File: src/rtl/board_input_filter_if.sv
// ---------------------------------------------------------------------------
// board_input_filter_if
//   Bundles the raw board inputs and the conditioned outputs of
//   board_input_filter.
//   raw_in    : asynchronous raw button/switch levels (N_IN bits)
//   level_out : debounced level per bit
//   rise_out  : one-cycle pulse after a debounced 0->1 transition
//   fall_out  : one-cycle pulse after a debounced 1->0 transition
//   run       : run/stop toggle flag
//   master : board / testbench side (drives raw_in)
//   slave  : filter side (drives the conditioned outputs)
// ---------------------------------------------------------------------------
interface board_input_filter_if #(
  parameter int N_IN = 12
);
  logic [N_IN-1:0] raw_in;
  logic [N_IN-1:0] level_out;
  logic [N_IN-1:0] rise_out;
  logic [N_IN-1:0] fall_out;
  logic            run;

  modport master (
    output raw_in,
    input  level_out,
    input  rise_out,
    input  fall_out,
    input  run
  );

  modport slave (
    input  raw_in,
    output level_out,
    output rise_out,
    output fall_out,
    output run
  );
endinterface

File: src/rtl/board_input_filter.sv
// ---------------------------------------------------------------------------
// board_input_filter
//   Conditions the raw board inputs (stop button, Debug_DM button, slide
//   switches) before they reach the CPU wrapper: per-bit 2-flop
//   synchroniser, per-bit debounce counter, registered rise/fall pulses,
//   and a run/stop flag toggled by the debounced rising edge of RUN_BIT.
//   Ports:
//     clk : board clock, all state updates on its rising edge
//     rst : synchronous active-high reset
//     bus : slave side of board_input_filter_if (raw_in in; level_out,
//           rise_out, fall_out, run out). Every output is a register.
// ---------------------------------------------------------------------------
module board_input_filter #(
  parameter int   N_IN      = 12,
  parameter int   DB_CYCLES = 1000000,
  parameter int   CNT_W     = 20,
  parameter int   RUN_BIT   = 11,
  parameter logic RUN_RST   = 1'b0
) (
  input logic                 clk,
  input logic                 rst,
  board_input_filter_if.slave bus
);

  // A new value is accepted on the edge where the counter has already
  // seen DB_CYCLES-1 disagreeing cycles, i.e. on the DB_CYCLES-th one.
  localparam logic [CNT_W-1:0] CNT_MAX = CNT_W'(DB_CYCLES - 1);

  logic [N_IN-1:0] sync1_reg;
  logic [N_IN-1:0] sync2_reg;
  logic [N_IN-1:0] level_reg;
  logic [N_IN-1:0] level_next;
  logic [N_IN-1:0] level_d_reg;
  logic [N_IN-1:0] rise_reg;
  logic [N_IN-1:0] fall_reg;
  logic            run_reg;

  // Two-flop synchroniser; only sync2 is allowed into the debounce logic.
  always_ff @(posedge clk) begin
    if (rst) begin
      sync1_reg <= '0;
      sync2_reg <= '0;
    end else begin
      sync1_reg <= bus.raw_in;
      sync2_reg <= sync1_reg;
    end
  end

  // Per-bit debounce counter. Any cycle of agreement clears the count, so
  // only an uninterrupted run of DB_CYCLES disagreeing cycles is accepted.
  generate
    for (genvar gi = 0; gi < N_IN; gi++) begin : g_db
      logic [CNT_W-1:0] cnt_reg;
      logic [CNT_W-1:0] cnt_next;
      logic             level_bit_next;

      always_comb begin
        cnt_next       = '0;
        level_bit_next = level_reg[gi];
        if (sync2_reg[gi] != level_reg[gi]) begin
          if (cnt_reg == CNT_MAX) begin
            level_bit_next = sync2_reg[gi];
          end else begin
            cnt_next = cnt_reg + CNT_W'(1);
          end
        end
      end

      always_ff @(posedge clk) begin
        if (rst) begin
          cnt_reg <= '0;
        end else begin
          cnt_reg <= cnt_next;
        end
      end

      assign level_next[gi] = level_bit_next;
    end
  endgenerate

  // Debounced level plus a one-cycle-delayed copy; the pulses are formed
  // from the registered level, so they appear the cycle after it changes.
  always_ff @(posedge clk) begin
    if (rst) begin
      level_reg   <= '0;
      level_d_reg <= '0;
      rise_reg    <= '0;
      fall_reg    <= '0;
      run_reg     <= RUN_RST;
    end else begin
      level_reg   <= level_next;
      level_d_reg <= level_reg;
      rise_reg    <= level_reg & ~level_d_reg;
      fall_reg    <= ~level_reg & level_d_reg;
      // A held button yields a single rise pulse, hence a single toggle.
      run_reg     <= run_reg ^ rise_reg[RUN_BIT];
    end
  end

  assign bus.level_out = level_reg;
  assign bus.rise_out  = rise_reg;
  assign bus.fall_out  = fall_reg;
  assign bus.run       = run_reg;

endmodule

File: src/flat_wrapper.sv
// flat-port wrapper written by rule: the top's interface ports become plain ports
module board_input_filter_flat 
#(
  parameter int   N_IN      = 12,
  parameter int   DB_CYCLES = 1000000,
  parameter int   CNT_W     = 20,
  parameter int   RUN_BIT   = 11,
  parameter logic RUN_RST   = 1'b0
)
  (clk, rst, bus_raw_in, bus_level_out, bus_rise_out, bus_fall_out, bus_run);
  board_input_filter_if #(.N_IN(N_IN)) bus_i ();
  input logic clk;
  input logic rst;
  input wire logic [$bits(bus_i.raw_in)-1:0] bus_raw_in;
  output wire logic [$bits(bus_i.level_out)-1:0] bus_level_out;
  output wire logic [$bits(bus_i.rise_out)-1:0] bus_rise_out;
  output wire logic [$bits(bus_i.fall_out)-1:0] bus_fall_out;
  output wire logic [$bits(bus_i.run)-1:0] bus_run;
  assign bus_i.raw_in = bus_raw_in;
  assign bus_level_out = bus_i.level_out;
  assign bus_rise_out = bus_i.rise_out;
  assign bus_fall_out = bus_i.fall_out;
  assign bus_run = bus_i.run;
  board_input_filter #(.N_IN(N_IN), .DB_CYCLES(DB_CYCLES), .CNT_W(CNT_W), .RUN_BIT(RUN_BIT), .RUN_RST(RUN_RST)) u_core (.clk(clk), .rst(rst), .bus(bus_i));
endmodule
File: config.mk
export PLATFORM = sky130hd
export DESIGN_NAME = board_input_filter_flat
export DESIGN_NICKNAME = d
export VERILOG_FILES = /design/src/rtl/board_input_filter_if.sv /design/src/rtl/board_input_filter.sv /design/src/flat_wrapper.sv
export SDC_FILE = /design/constraint.sdc
export NUM_CORES = 1
export LEC_CHECK = 0
export BUFFER_PORTS_ARGS = -buffer_cell sky130_fd_sc_hd__buf_4
export CAP_MARGIN = 20
export CORE_UTILIZATION = 30
export CTS_CLUSTER_SIZE = 24
export DETAILED_ROUTE_END_ITERATION = 12
export PLACE_DENSITY = 0.53
export SLEW_MARGIN = 20
export SYNTH_ARGS = -nofsm -noshare
export SYNTH_HDL_FRONTEND = slang
export SYNTH_SLANG_ARGS = --single-unit
export TNS_END_PERCENT = 1
File: constraint.sdc
create_clock -name clk -period 2.16 [get_ports clk]
set_input_delay 0.432 -clock clk [delete_from_list [all_inputs] [get_ports clk]]
set_output_delay 0.432 -clock clk [all_outputs]
set_load 0.02 [all_outputs]
After elaboration in Yosys (flattened, before gate mapping)
Cells that the tools add are included.
{"block": "totals", "reg_bits": 313, "inputBits": 14, "output_inout_bits": 37, "elab_cells": 107}
{"block": "op_classes", "addsub": 12, "eq_ne": 24, "bitwise": 17, "n_reduce_logical": 24}
{"cell": "20-bit by 1-bit adder with 20-bit output (second input constant)", "count": 12}
{"cell": "20-bit == test (second input constant)", "count": 12}
{"cell": "3-bit OR reduction", "count": 12}
{"cell": "12-bit AND", "count": 2}
{"cell": "12-bit NOT", "count": 2}
{"cell": "2-bit AND reduction", "count": 12}
{"cell": "1-bit != test", "count": 12}
{"cell": "1-bit NOT", "count": 12}
{"cell": "1-bit bitwise XOR", "count": 1}

Depth between registers and ports, before layout
Gate-level depths: netlist of run 1.
{"block": "depth", "word_depth": 3, "depth_mapped": 7, "depth_no_buf": 5}

Least setup slack after synthesis of run 1
Ideal clock, no wire load.
{"block": "synth_path", "path_type": "register to register", "from": "reg u_core.g_db[9].cnt_reg[0]", "to": "reg u_core.g_db[9].cnt_reg[16]", "setup_ps": 66, "arrival_ps": 1943, "t_required_ps": 2094, "slack_ps": 151, "stages_incl_launch_ff": 7, "path_buffers": 1, "synth_period_minus_slack_ps": 2009, "cell_sequence": "dfxtp_1 ha_1 nand2_1 or4_1 clkbuf_2 or4_4 a21oi_2"}
{"block": "synth_between", "elab_chain_cells": 2, "word_cells_on_any_way": 3, "cone_classes": "add/sub (1); eq/ne (1); reduce/logical (1)"}
{"item": "start, declared", "line_no": "board_input_filter.sv:53", "text": "logic [CNT_W-1:0] cnt_reg;"}
{"item": "start signal, assigned", "line_no": "board_input_filter.sv:73", "text": "cnt_reg <= cnt_next;"}
{"item": "branches (longest 2 deep; another with 20-bit by 1-bit adder with 20-bit output)"}
Several ways; the timed one is not identified.
A chain may end at the register's enable or synchronous reset.

Worst setup path after layout of run 1
{"block": "layout_path", "from": "reg u_core.g_db[3].cnt_reg[0]", "to": "reg u_core.g_db[3].cnt_reg[18]"}
{"block": "layout_between", "elab_chain_cells": 2, "word_cells_on_any_way": 3, "cone_classes": "add/sub (1); eq/ne (1); reduce/logical (1)"}
{"item": "start, declared", "line_no": "board_input_filter.sv:53"}
{"item": "start signal, assigned", "line_no": "board_input_filter.sv:73"}
{"item": "branches (longest 2 deep; another with 20-bit by 1-bit adder with 20-bit output)"}
Several ways; the timed one is not identified.

==> impl_metrics.tcl, run 1 <==
set metrics [dict create \
    yosys.area.top_type "dfxtp_1" \
    syn_avg_cell_area_um2 8.964 \
    nets 1577 \
    pin_count 51 \
    yosysSeqAreaShare_pct 47.75 \
    final_area_um2 15650 \
    cts_tree "yes" \
    max_freq_mhz 491.1 \
    yosys.area.top_type_share_pct 47.75 \
    ys_ff_latch 313 \
    cts.sinks 313 \
    tns_ps 0 \
    ant_nets 0 \
    cts_setup_buffers 0 \
    crit_chain "ha_1 -> nand3_1 -> or3_1 -> or4_1 -> a21oi_1" \
    viasPerCell 4.735 \
    syn_area_um2 13120 \
    worstPathRequired_ps 2630 \
    area_delta_synth_final_pct 19.27 \
    cts_buffer_depth 3 \
    num_vias 10230 \
    antennaDiodeCount 0 \
    antenna_found_initial 0 \
    setup_violations 0 \
    fp.dieW_um 211.2 \
    die_h_um 211.2 \
    synth_area_leaders "dfxtp_1 48%, xnor2_1 7.1%, nor2_1 5.2%" \
    finalPower_mw 12.29 \
    cts_max_level 2 \
    numCtsBuffers 38 \
    port_buffers 50 \
    synth_edf_count 0 \
    post-route-util_pct 36.34 \
    first_pass_iters 4 \
    wire_per_inst_um 11.95 \
    clk_latency_ps 550 \
    critPathKind "reg -> reg" \
    synthesis.nets 1490 \
    grt.overflow.total 0 \
    synth_cell_type_count 56 \
    async_flop_share_pct 0 \
    holdWs_ps 100.4 \
    rsz0062_at_grt "no" \
    tightestPinTransition_ps 566.6 \
    hold_violations 0 \
    grt_pass1_wl_um 45170 \
    p_leak_nw 4.759 \
    slew_violations 0 \
    setup_ws_ps 123.6 \
    drt_iter0_drc 485 \
    die_area_um2 44590 \
    status "complete, no violations" \
    root_buffer "clkbuf_16" \
    wirelength_um 25830 \
    drc 0 \
    cpPeakStageDelay_ps 530 \
    place_congestion 0.7824 \
    synth_ff_type "dfxtp_1" \
    largest_reg_flops 240 \
    cts.clk_slew.worst_paths_ps 50 \
    setup.worst_path.end_class "flip-flop" \
    skew_ps 13.02 \
    hold_class "in -> reg" \
    dp_slack_ps 100.9 \
    cp_top_family "simple AND/OR/NAND/NOR gates" \
    holdBufCountCts 0 \
    fp-row-count 76 \
    ys_warn_count 0 \
    start_kind "flip-flop" \
    drive_above_1_share_pct 11.74 \
    power_density_nw_per_um2 785.1 \
    yosysMostFrequentCell "dfxtp_1" \
    slew_headroom_pct 61.88 \
    placed_area_um2 14390 \
    finalCritPeriodShare_pct 94.28 \
    maxCapViolations 0 \
    dpl.hpwl_um 17500 \
    synthCells 1464 \
    dp_cells 2096 \
    slowest_stage "or3_1" \
    ys_top_cells_by_count "313 x dfxtp_1, 181 x nor2_1, 106 x xnor2_1, 84 x nand3_1, 78 x a21oi_1" \
    core-area_um2 43080 \
    grtUsageTotal_pct 12.00 \
    critPathBufInv 0 \
    crit_arrival_ps 2500 \
    start_util_pct 30.47 \
    final_cells 2161 \
    cp_max_fo 7 \
    grt_max_degree 36 \
    grt_pass1_vias 9808 \
    vdd_drop_max_mv 0.4362 \
    period_needed_ps 2036 \
]
layout by cell type (no fill, tap or decap), drive strengths merged, types with 41 or more instances in the layout:
cell type,count
a21oi,79
buf,92
clkbuf,58
dfxtp,313
inv,59
nand2,73
nand3,85
nand4,41
nor2,181
nor2b,48
nor3,44
o21ai,55
or3,52
or4,44
xnor2,106
xor2,50
logic make-up (layout without fill, tap and decap cells):
group / Yosys count / after routing / share of synthesized area, %
flops: 313 / 313 / 47.75
xor+xnor: 156 / 156 / 10.41
buf+inv: 103 / 215 / 3.146
simple gates: 698 / 698 / 29.19
mux: 1 / 1 / 0.07627
fa+ha+maj: 12 / 12 / 1.144
compound gates: 181 / 181 / 8.285
power by group:
part | switching (mW) | total [mW] | internal, mW
combinational | 0.0903 | 0.157 | 0.0663
sequential | 0.0154 | 5.82 | 5.80
clock | 2.41 | 6.31 | 3.90
total | 2.52 | 12.3 | 9.77
layer usage:
metal	wire [µm]	vias up	part of all wire [%]	global-route usage, %
met2	11520	129	45	19.53
met3	1086	49	4.2	3.003
li1	-	5329	-	-
met1	12490	4725	48	15.23
met4	726	0	2.8	4.523
met5	0	-	0	0
path summary, 6_finish.rpt:
check	start	endpoint	slack, ps	cells past startpoint
worst max-delay path	u_core.g_db[3].cnt_reg[0]	u_core.g_db[3].cnt_reg[18]	120	5
worst min register to register	u_core.level_d_reg[7]	u_core.bus.rise_out[7]	390	1
worst max register to register	u_core.g_db[3].cnt_reg[0]	u_core.g_db[3].cnt_reg[18]	120	5
worst min-delay path	bus_raw_in[8]	u_core.sync1_reg[8]	100	2
repair_timing:
item / in CTS / in global routing
setup endpoints to repair: 0 / 3
resized for setup: 0 / 1
endpoints found under the hold margin: 0 / 0
area by class of cell:
class | instances | area (µm²)
clock buffer | 58 | 1190
clock inverter | 7 | 70.07
fill | 4409 | 27420
inverter | 58 | 217.7
multi-input combinational | 1048 | 6449
sequential | 313 | 6266
tap | 585 | 732.0
timing repair buffer | 92 | 728.2
No activity file was read; power rests on OpenSTA's default activity.
==> run 2: changes to the inputs <==
--- a/config.mk
+++ b/config.mk
@@ -5,12 +5,12 @@
 export SDC_FILE = /design/constraint.sdc
 export NUM_CORES = 1
 export LEC_CHECK = 0
-export BUFFER_PORTS_ARGS = -buffer_cell sky130_fd_sc_hd__buf_4
 export CAP_MARGIN = 20
 export CORE_UTILIZATION = 30
 export CTS_CLUSTER_SIZE = 24
 export DETAILED_ROUTE_END_ITERATION = 12
-export PLACE_DENSITY = 0.53
+export DONT_BUFFER_PORTS = 1
+export PLACE_DENSITY = 0.52
 export SLEW_MARGIN = 20
 export SYNTH_ARGS = -nofsm -noshare
 export SYNTH_HDL_FRONTEND = slang
==> run 2 against run 1 <==
  * Global-route usage hardly changed
  * Via count is 1.5% lower
  * Die area stayed put
  * Cell area is 2.3% lower
  * First-iteration DRC count is 26% lower
  * Clock power is 3% lower
  * Largest cell class unchanged
==> impl_metrics.tcl, run 2 (same netlist as run 1, synthesis figures left out) <==
set metrics [dict create \
    status "complete, no violations" \
    setup_ws_ps 141.7 \
    cp_max_fo 4 \
    hold_class "in -> reg" \
    p_sw_share_pct 20.90 \
    setup_violations 0 \
    root_buffer "clkbuf_16" \
    cts_tree "yes" \
    grt_max_degree 68 \
    critPathBufInv 0 \
    cts.sinks 313 \
    reg2reg_slack_ps 140 \
    worstPathRequired_ps 2630 \
    antennaDiodeCount 0 \
    crit_arrival_ps 2490 \
    cts_max_level 2 \
    reg2regPathDepth 5 \
    r2r-end "u_core.g_db[9].cnt_reg[16]" \
    slew_headroom_pct 69.38 \
    skew_ps 14.20 \
    slew_violations 0 \
    crit_start "u_core.g_db[9].cnt_reg[1]" \
    clk_latency_ps 540 \
    cts_setup_buffers 0 \
    vdd_drop_max_mv 0.4936 \
    port_buffers 0 \
    cts_buffer_depth 3 \
    crit_chain "ha_1 -> nand2_1 -> or4_1 -> or4_4 -> a21oi_2" \
    endpoint "u_core.g_db[9].cnt_reg[16]" \
    drive_above_1_share_pct 8.724 \
    p_int_mw 9.561 \
    mostFrequentLayoutCells "313 x dfxtp_1, 181 x nor2_1, 106 x xnor2_1, 84 x nand3_1, 78 x a21oi_1" \
    numCtsBuffers 37 \
    cts.clk_slew.worst_paths_ps 60 \
    area_delta_synth_final_pct 16.47 \
    drt_iter0_drc 358 \
    cp.depth 5 \
    mostFrequentLayoutCell "dfxtp_1" \
    num_vias 10080 \
    die_h_um 211.2 \
    pin_count 51 \
    critPathKind "reg -> reg" \
    power_density_nw_per_um2 790.8 \
    rsz0062_at_grt "no" \
    dp_slack_ps 142.3 \
    grt_pass1_wl_um 45130 \
    grt.overflow.total 0 \
    tightestPinTransition_ps 453.1 \
    setup.worst_path.end_class "flip-flop" \
    nets 1534 \
    combinationalPowerShare_pct 1.1 \
    wire_per_inst_um 12.26 \
    r2r-start "u_core.g_db[9].cnt_reg[1]" \
    drc 0 \
    fp.dieW_um 211.2 \
    ant_nets 0 \
    power.switching_mw 2.527 \
    antenna_found_initial 0 \
    max_freq_mhz 495.5 \
    slowest_stage "or4_1" \
    largest_reg_flops 240 \
    dpl.hpwl_um 16830 \
    cts_resized 0 \
    place_congestion 0.7990 \
    viasPerCell 4.751 \
    min-delay-start "bus_raw_in[7]" \
    cpPeakStageDelay_ps 590 \
    start_util_pct 30.47 \
    wirelength_um 26010 \
    p_leak_nw 4.496 \
    finalCritPeriodShare_pct 93.44 \
    grtUsageTotal_pct 12.01 \
    clkPwrFrac_pct 50.7 \
    period_needed_ps 2018 \
    maxCapViolations 0 \
    tns_ps 0 \
    first_pass_iters 4 \
    fp-row-count 76 \
    start_kind "flip-flop" \
    hold_violations 0 \
    power_frac_seq_pct 48.1 \
    core-area_um2 43080 \
    die_area_um2 44590 \
    cp_top_family "simple AND/OR/NAND/NOR gates" \
    holdBufCountCts 9 \
    grt_pass1_vias 9702 \
]
## run 2: cell count changes in the layout (fill, tap and decap cells not counted), sizes merged
| cell | previous run | this run |
|---|---|---|
| clkbuf | 58 | 51 |
| inv | 59 | 61 |
| clkinv | 4 | 9 |
| bufinv | 1 | 3 |
| dlygate4sd3 | 0 | 8 |
| buf | 92 | 42 |
## run 2: worst min path at each step
stage / end / slack (ps) / cells after the start
5_1_grt: u_core.sync1_reg[8] / 20 / 1
6_report: u_core.sync1_reg[7] / 50 / 1
4_1_cts: u_core.sync1_reg[7] / 8 / 1
2_1_floorplan: u_core.bus.rise_out[0] / 380 / 1
3_5_place_dp: u_core.bus.rise_out[11] / 390 / 1
3_3_place_gp: u_core.bus.rise_out[3] / 390 / 1
## run 2: through the flow
stage          area (µm²)  util [%]  hold slack (ps)  instances  total power, mW
2_1_floorplan       13120         -            383.5       1464            6.026
3_3_place_gp        13980     32.46            388.6       2045            6.041
3_5_place_dp        13980     32.46            392.5       2045            6.043
4_1_cts             15290     35.49            7.799       2121            12.38
5_1_grt             15290     35.49            22.68       2121            12.62
6_report            15290     35.49            46.60       2121            12.09
## run 2: routing by layer
metal  GRT usage [%]  wire length, µm  part of all wire, %
met1           15.38            12700                   49
met2           19.19            11410                   44
met3           2.765             1118                  4.3
met4           5.297              789                  3.0
met5               0                0                    0
## run 2: area by class of cell
| cell class | count | area, µm² |
|---|---|---|
| well taps | 585 | 732.0 |
| clock inverters | 16 | 168.9 |
| repair buffers | 50 | 427.9 |
| clock buffers | 51 | 1028 |
| inverters | 58 | 217.7 |
| fillers | 4420 | 27790 |
| flip-flops and latches | 313 | 6266 |
| multi-input cells | 1048 | 6445 |
## run 2: power groups by stage
stage | sequential, mW | clock (mW) | combinational, mW
6_report | 5.82 | 6.13 | 0.135
5_1_grt | 5.82 | 6.65 | 0.152
2_1_floorplan | 5.94 | 0 | 0.0865
3_3_place_gp | 5.95 | 0 | 0.0958
4_1_cts | 5.82 | 6.42 | 0.140
3_5_place_dp | 5.95 | 0 | 0.0974
## run 2: worst reg2reg max path: stages (launching register included)
cell     delay, ps
dfxtp_1        360
ha_1           230
nand2_1        110
or4_1          590
or4_4          540
a21oi_2        130
